[src/rtl/load_store_unit.sv]
// Memory-access stage: effective-address generation, a req/ack data-memory
// transaction with timeout, load-data formatting and register writeback requests.
module load_store_unit #(
  parameter int TIMEOUT_CYCLES = 16
) (
  input  logic        clk,
  input  logic        nreset,
  input  logic        start,
  input  logic        cond_pass,
  input  logic        load_store,
  input  logic        byte_or_word,
  input  logic        pre_post,
  input  logic        up_down,
  input  logic        write_back,
  input  logic [31:0] base_data,
  input  logic [31:0] offset,
  input  logic [31:0] store_data,
  input  logic [3:0]  rd,
  input  logic [3:0]  rn,
  output logic        mem_req,
  output logic        mem_we,
  output logic [31:0] mem_addr,
  output logic [31:0] mem_wdata,
  output logic [3:0]  mem_be,
  input  logic [31:0] mem_rdata,
  input  logic        mem_ack,
  output logic        busy,
  output logic        done,
  output logic        fault,
  output logic        rd_we,
  output logic [3:0]  rd_addr,
  output logic [31:0] rd_data,
  output logic        rn_we,
  output logic [3:0]  rn_addr,
  output logic [31:0] rn_data
);

  typedef enum logic [1:0] {IDLE, ACCESS, WB} state_t;

  localparam logic [7:0] LAST_CNT = 8'(TIMEOUT_CYCLES - 1);

  state_t      state, state_nxt;
  logic [7:0]  cnt, cnt_nxt;
  logic        is_load, is_load_nxt;
  logic        is_byte, is_byte_nxt;
  logic        do_wb, do_wb_nxt;
  logic [1:0]  lane, lane_nxt;
  logic [31:0] sum_q, sum_nxt;

  logic        mem_req_nxt, mem_we_nxt, busy_nxt, done_nxt, fault_nxt;
  logic        rd_we_nxt, rn_we_nxt;
  logic [31:0] mem_addr_nxt, mem_wdata_nxt, rd_data_nxt, rn_data_nxt;
  logic [3:0]  mem_be_nxt, rd_addr_nxt, rn_addr_nxt;

  logic [31:0] sum_in, eff_in;

  function automatic logic [3:0] store_be(input logic is_b, input logic [1:0] ln);
    store_be = is_b ? (4'b0001 << ln) : 4'hF;
  endfunction

  function automatic logic [31:0] store_word(input logic is_b, input logic [31:0] d);
    store_word = is_b ? {4{d[7:0]}} : d;
  endfunction

  // Word loads rotate the aligned word so the addressed byte lands in bits 7:0.
  function automatic logic [31:0] load_format(input logic [31:0] d, input logic [1:0] ln,
                                              input logic is_b);
    logic [63:0] dbl;
    dbl = {d, d} >> {ln, 3'b000};
    load_format = is_b ? {24'd0, dbl[7:0]} : dbl[31:0];
  endfunction

  always_comb begin
    sum_in = up_down ? (base_data + offset) : (base_data - offset);
    eff_in = pre_post ? sum_in : base_data;
  end

  always_ff @(posedge clk or posedge nreset) begin
    if (nreset) begin
      state     <= IDLE;
      cnt       <= 8'd0;
      is_load   <= 1'b0;
      is_byte   <= 1'b0;
      do_wb     <= 1'b0;
      lane      <= 2'd0;
      sum_q     <= 32'd0;
      mem_req   <= 1'b0;
      mem_we    <= 1'b0;
      mem_addr  <= 32'd0;
      mem_wdata <= 32'd0;
      mem_be    <= 4'd0;
      busy      <= 1'b0;
      done      <= 1'b0;
      fault     <= 1'b0;
      rd_we     <= 1'b0;
      rd_addr   <= 4'd0;
      rd_data   <= 32'd0;
      rn_we     <= 1'b0;
      rn_addr   <= 4'd0;
      rn_data   <= 32'd0;
    end else begin
      state     <= state_nxt;
      cnt       <= cnt_nxt;
      is_load   <= is_load_nxt;
      is_byte   <= is_byte_nxt;
      do_wb     <= do_wb_nxt;
      lane      <= lane_nxt;
      sum_q     <= sum_nxt;
      mem_req   <= mem_req_nxt;
      mem_we    <= mem_we_nxt;
      mem_addr  <= mem_addr_nxt;
      mem_wdata <= mem_wdata_nxt;
      mem_be    <= mem_be_nxt;
      busy      <= busy_nxt;
      done      <= done_nxt;
      fault     <= fault_nxt;
      rd_we     <= rd_we_nxt;
      rd_addr   <= rd_addr_nxt;
      rd_data   <= rd_data_nxt;
      rn_we     <= rn_we_nxt;
      rn_addr   <= rn_addr_nxt;
      rn_data   <= rn_data_nxt;
    end
  end

  always_comb begin
    state_nxt = state;
    case (state)
      IDLE:    if (start) state_nxt = cond_pass ? ACCESS : WB;
      ACCESS:  if (mem_ack || cnt == LAST_CNT) state_nxt = WB;
      WB:      state_nxt = IDLE;
      default: state_nxt = IDLE;
    endcase
  end

  always_comb begin
    cnt_nxt       = cnt;
    is_load_nxt   = is_load;
    is_byte_nxt   = is_byte;
    do_wb_nxt     = do_wb;
    lane_nxt      = lane;
    sum_nxt       = sum_q;
    mem_req_nxt   = mem_req;
    mem_we_nxt    = mem_we;
    mem_addr_nxt  = mem_addr;
    mem_wdata_nxt = mem_wdata;
    mem_be_nxt    = mem_be;
    busy_nxt      = busy;
    done_nxt      = done;
    fault_nxt     = fault;
    rd_we_nxt     = rd_we;
    rd_addr_nxt   = rd_addr;
    rd_data_nxt   = rd_data;
    rn_we_nxt     = rn_we;
    rn_addr_nxt   = rn_addr;
    rn_data_nxt   = rn_data;
    case (state)
      IDLE: begin
        busy_nxt    = 1'b0;
        done_nxt    = 1'b0;
        fault_nxt   = 1'b0;
        rd_we_nxt   = 1'b0;
        rn_we_nxt   = 1'b0;
        mem_req_nxt = 1'b0;
        if (start) begin
          is_load_nxt = load_store;
          is_byte_nxt = byte_or_word;
          do_wb_nxt   = write_back | ~pre_post;
          lane_nxt    = eff_in[1:0];
          sum_nxt     = sum_in;
          rd_addr_nxt = rd;
          rn_addr_nxt = rn;
          cnt_nxt     = 8'd0;
          busy_nxt    = 1'b1;
          if (cond_pass) begin
            mem_req_nxt   = 1'b1;
            mem_we_nxt    = ~load_store;
            mem_addr_nxt  = {eff_in[31:2], 2'b00};
            mem_be_nxt    = load_store ? 4'hF : store_be(byte_or_word, eff_in[1:0]);
            mem_wdata_nxt = store_word(byte_or_word, store_data);
          end else begin
            done_nxt = 1'b1;
          end
        end
      end
      ACCESS: begin
        if (mem_ack) begin
          mem_req_nxt = 1'b0;
          done_nxt    = 1'b1;
          rd_we_nxt   = is_load;
          // A load into the base register takes priority over base writeback.
          rn_we_nxt   = do_wb & ~(is_load & (rd_addr == rn_addr));
          rn_data_nxt = sum_q;
          if (is_load) rd_data_nxt = load_format(mem_rdata, lane, is_byte);
        end else if (cnt == LAST_CNT) begin
          mem_req_nxt = 1'b0;
          done_nxt    = 1'b1;
          fault_nxt   = 1'b1;
        end else begin
          cnt_nxt = cnt + 8'd1;
        end
      end
      WB: begin
        busy_nxt  = 1'b0;
        done_nxt  = 1'b0;
        fault_nxt = 1'b0;
        rd_we_nxt = 1'b0;
        rn_we_nxt = 1'b0;
      end
      default: begin
        busy_nxt    = 1'b0;
        done_nxt    = 1'b0;
        mem_req_nxt = 1'b0;
      end
    endcase
  end

endmodule

[config.mk]
export PLATFORM = sky130hd
export DESIGN_NAME = load_store_unit
export DESIGN_NICKNAME = d
export VERILOG_FILES = /design/src/rtl/load_store_unit.sv
export SDC_FILE = /design/constraint.sdc
export NUM_CORES = 1
export LEC_CHECK = 0
export ABC_AREA = 0
export BUFFER_PORTS_ARGS = -buffer_cell sky130_fd_sc_hd__buf_4
export CAP_MARGIN = 0
export CORE_ASPECT_RATIO = 1.2
export CORE_UTILIZATION = 30
export CTS_CLUSTER_SIZE = 20
export DETAILED_ROUTE_END_ITERATION = 7
export HOLD_SLACK_MARGIN = 0.05
export PLACE_DENSITY = 0.47
export SLEW_MARGIN = 20
export SYNTH_ARGS = -nofsm -noshare
export SYNTH_HDL_FRONTEND = slang
export SYNTH_SLANG_ARGS = --single-unit
[constraint.sdc]
create_clock -name clk -period 8.9 [get_ports clk]
set_input_delay 0.445 -clock clk [delete_from_list [all_inputs] [get_ports clk]]
set_output_delay 0.445 -clock clk [all_outputs]
set_load 0.05 [all_outputs]
# Word-level counts from Yosys, hierarchy flattened
# Cells that the tools add are included.
word_totals:
  n_memories: 0
  ramBits: 0
  register_bits: 192
  latch_bits: 0
  word_cells: 90
  romBits: 0
classes:
  n_addsub: 3
  n_mul: 0
  n_shift: 2
  bitwise_logic: 7
  mux: 32
  div: 0
  n_eq_ne: 11
  n_reduce_logical: 14
  magnitude_cmp: 0
op_table:
  columns: ["op", "n"]
  rows:
  - ["$mux W32", 4]
  - ["$shr A64 B5 Y32", 1]
  - ["$add A32 B32 Y32", 1]
  - ["$sub A32 B32 Y32", 1]
  - ["$mux W8", 3]
  - ["$pmux W8 S2", 1]
  - ["$mux W1", 12]
  - ["$ne A2 B2 Y1 const B", 6]
  - ["$pmux W1 S2", 5]
  - ["$reduce_and A2 Y1", 5]
  - ["$reduce_and A3 Y1", 3]
  - ["$add A8 B1 Y8 const B", 1]
  - ["$eq A8 B4 Y1 const B", 1]
  - ["$mux W4", 2]
  - ["$mux W2", 3]
  - ["$eq A4 B4 Y1", 1]
  - ["$not A1 Y1", 4]
  - ["$pmux W2 S2", 1]
  - ["$reduce_and A4 Y1", 1]
  - ["$reduce_bool A2 Y1", 2]
  - ["$shl A1 B2 Y4 const A", 1]
  - ["$ne A3 B3 Y1 const B", 1]
  - ["$pmux W1 S3", 1]
  - ["$and A1 B1 Y1", 2]
  - ["other kinds (6)", 6]

# Logic depth before layout (Yosys ltp)
depth:
  ltp_word: 6
  mapped_depth: 17
  depth_no_buf: 16

# Least setup slack after synthesis
# No wires, ideal clock.
synth_timing:
  path_type: "in2reg"
  from: "in offset[5]"
  to: "reg mem_addr[30]"
  arrival_ns: 3.716
  stages: 16
  setup_slack_ns: 5.056
  setup_time_ns: 0.128
  path_cell_list: "or4_4 > nor3_4 > nor4b_4 > and3_1 > buf_6 > a21oi_1 > xnor2_1 > ha_1 > a21o_1 > a211o_1 > o2111ai_1 > o2bb2ai_1 > a21oi_1 > a311o_1 > a211oi_1 > nor3_1"
synth_between:
  elab_chain_cells: 3
  elab_cells_between_ends: 4
  classes_between: "add/sub (2); mux (2)"
synth_lines:
  columns: ["element", "line", "text"]
  rows:
  - ["start: declaration", "16", "input logic [31:0] offset,"]
  - ["$sub A32 B32 Y32 / $add A32 B32 Y32 (equally long branches)", "74", "sum_in = up_down ? (base_data + offset) : (base_data - offset);"]
  - ["$mux W32 *", "74", null]
  - ["$mux W32 *", "75", "eff_in = pre_post ? sum_in : base_data;"]
  - ["end signal: assignment", "111", "mem_addr <= mem_addr_nxt;"]
  - ["end: declaration", "22", "output logic [31:0] mem_addr,"]
# Mark *: on every way between the ends. The rest lies on a longest branch, timed or not.
# A chain may end at the register's enable or synchronous reset.

# Final worst setup path
# Ends and elaborated chain as after synthesis.

==> impl_metrics.json <==
{
  "grt.overflow.total": 0,
  "netlist_area_um2": 11100,
  "portBuffers": 290,
  "grt_max_degree": 127,
  "tightest_slew_ns": 1.05,
  "track_usage_pct": 18.8,
  "cp_max_fo": 8,
  "hold_violations": 0,
  "diodes": 0,
  "num_rows": 76,
  "grt_pass1_wl_um": 53800,
  "cp-end-kind": "flip-flop",
  "ys_warn_count": 0,
  "tns_ns": 0,
  "die_h_um": 213,
  "antenna_found_initial": 0,
  "die_x_um": 177,
  "path_clk_slew_ns": 0.08,
  "ctsResizeCount": 0,
  "max-cap-violations": 0,
  "clock_path_buffers": 2,
  "netlist_top_cells_count": "dfrtp_1 (192), nand2_1 (179), a21oi_1 (101)",
  "core_area_um2": 36100,
  "htreeDepth": 4,
  "yosys_most_used_dff": "dfrtp_1",
  "synth_edf_count": 0,
  "maxSlewViolCount": 0,
  "p_total_mw": 5.09,
  "synth.area.top_cells": "dfrtp_1 (43%), mux4_2 (6.5%), nand2_1 (6.1%), mux2_2 (5.1%), a21oi_1 (4.6%)",
  "powerDensity_nw_per_um2": 357,
  "dpl.hpwl_um": 26100,
  "die_area_um2": 37700,
  "clk_latency_ns": 0.45,
  "yosysTopAreaCell": "dfrtp_1",
  "final_net_count": 1550,
  "min_path_type": "input port to flip-flop",
  "drtIter0Drc": 481,
  "drc": 0,
  "setup_viol_count_final": 0,
  "grt_pass1_vias": 9348,
  "cts_tree": "yes",
  "synth.top_cell.area_share_pct": 43.4,
  "ir_worst_vdd_uv": 156,
  "vias_per_cell": 5.00,
  "syn_inst": 1109,
  "ys_types": 60,
  "num_vias": 9223,
  "synth.most_common_cell": "dfrtp_1",
  "arrival_ns": 4.44,
  "cts-root-buf": "clkbuf_16",
  "dr.pass1.iters": 5,
  "finalCritPeriodShare_pct": 46.1,
  "fmax_ghz": 0.244,
  "ys_seq_elements": 192,
  "syn-mean-instance-area_um2": 9.99,
  "wl_per_cell_um": 18.9,
  "start_kind": "input port",
  "period_needed_ns": 4.11,
  "ios": 293,
  "drt-total-wl_um": 34900,
  "status": "finished, final reports clean",
  "place_congestion": 0.802,
  "drive_gt1_share_pct": 31.3,
  "start_util_pct": 30.7,
  "area_growth_pct": 28.9,
  "total_leakage_power_nw": 6.69,
  "async_flop_share_pct": 100,
  "rsz0062_at_grt": "false",
  "ant_nets": 0,
  "postCtsSetupBuffers": 0,
  "cp.required_ns": 9.24,
  "ctsHoldBuffers": 0,
  "relSlewSlack_pct": 29.5,
  "cts.sink_count": 192,
  "finalClockSkew_ns": 0.00969,
  "critPathKind": "input port to flip-flop",
  "ys_seq_area_share_pct": 43.4,
  "cts-buffers-inserted": 17
}
-- per-stage QoR --
step                cell area [µm²]  std cells  hold slack, ns  util [%]  worst slack, ns
floorplan                     11100       1110           0.442         -             3.23
global placement              13700       1812           0.458      37.8             4.35
detailed placement            13700       1812           0.462      37.8             4.33
CTS                           14300       1844           0.157      39.5             4.82
global route                  14300       1844           0.167      39.5             4.54
finish                        14300       1844           0.182      39.5             4.79
-- placed cells by master (no fill, tap or decap), types with 4 or more instances in the layout --
| cell | n |
|---|---|
| or3_1 | 7 |
| a21boi_0 | 4 |
| buf_4 | 297 |
| nor3_1 | 18 |
| a211oi_1 | 7 |
| mux4_2 | 32 |
| a21oi_1 | 101 |
| clkbuf_16 | 17 |
| o21a_1 | 6 |
| nand2b_1 | 5 |
| nor2_1 | 70 |
| o21ai_0 | 65 |
| nand2_1 | 176 |
| inv_8 | 4 |
| inv_1 | 19 |
| mux2_2 | 50 |
| ha_1 | 40 |
| dfrtp_1 | 191 |
| mux2i_1 | 46 |
| a21o_1 | 9 |
| xor2_1 | 36 |
| o21bai_1 | 5 |
| xnor2_1 | 29 |
| nand3_1 | 15 |
| nor2b_1 | 7 |
| a31oi_1 | 9 |
| a22o_1 | 24 |
| nand4_1 | 8 |
| and3_1 | 7 |
| nor3b_1 | 8 |
| o211ai_1 | 4 |
-- metal layers --
metal  track usage (%)  share of wire (%)  vias up  routed length [µm]
li1                  -                  -     4471                   -
met1              22.5                 42     4513               14600
met2              34.0                 52      207               18300
met3              2.70                3.9       32                1370
met4              6.60                1.9        0                 674
met5                 0                  0        -                   0
-- cell type report --
| class | count | area (µm²) |
|---|---|---|
| clock buffers | 19 | 453 |
| clock inverters | 13 | 148 |
| fillers | 3662 | 21900 |
| inverters | 20 | 82.6 |
| multi-input cells | 835 | 5980 |
| flip-flops and latches | 192 | 4810 |
| well taps | 468 | 586 |
| repair buffers | 297 | 2230 |
-- where the power goes --
part           switching (mW)  internal [mW]  leakage [nW]
clock network           0.386          0.413         0.289
registers               0.270           1.26          2.35
logic                    1.82          0.936          4.04
-- cells by family (layout without fill, tap and decap cells) --
group | after synthesis | count (layout) | share of synthesized area (%)
multiplexers | 128 | 128 | 15.7
other | 1 | 2 | 0.0338
AO/OA/AOI/OAI | 256 | 256 | 14.1
buffers and inverters | 83 | 349 | 2.95
adder cells (fa/ha/maj) | 41 | 41 | 4.70
XOR/XNOR | 66 | 66 | 5.28
AND/OR/NAND/NOR | 342 | 342 | 13.9
flip-flops | 192 | 192 | 43.4
-- sequential cells by signal, indices dropped and copies added (netlist names), 4 cells and up --
name       cells
rn_addr        4
rn_data       32
cnt            8
sum_q         32
mem_wdata     32
mem_addr      30
rd_data       32
mem_be         4
rd_addr        4
-- critical path: stages --
cell	delay, ns
buf_4	0.11
or4_4	0.55
nor3_4	0.18
nor4b_4	0.48
and3_1	0.44
a21oi_1	0.13
xnor2_1	0.15
ha_1	0.38
a21o_1	0.20
a211o_1	0.28
o2111ai_1	0.12
o2bb2ai_1	0.24
a21oi_1	0.11
a311o_1	0.33
a211oi_1	0.21
nor3_1	0.09
-- path summary, 6_finish.rpt --
| kind | from | to | slack, ns | cells past startpoint |
|---|---|---|---|---|
| hold reg to reg | sum_q[23]$_DFFE_PP0P_ | sum_q[23]$_DFFE_PP0P_ | 0.47 | 2 |
| setup / recovery | offset[5] | mem_addr[30]$_DFFE_PP0P_ | 4.79 | 16 |
| max in group asynchronous | nreset | lane[0]$_DFFE_PP0P_ | 7.18 | 3 |
| hold / removal | rd[1] | rd_addr[1]$_DFFE_PP0P_ | 0.18 | 3 |
| setup reg to reg | state[0]$_DFFE_PP0P_ | mem_addr[31]$_DFFE_PP0P_ | 6.52 | 7 |
| min in group asynchronous | nreset | rn_addr[2]$_DFFE_PP0P_ | 0.20 | 2 |
No activity file was read; power rests on OpenSTA's default activity.
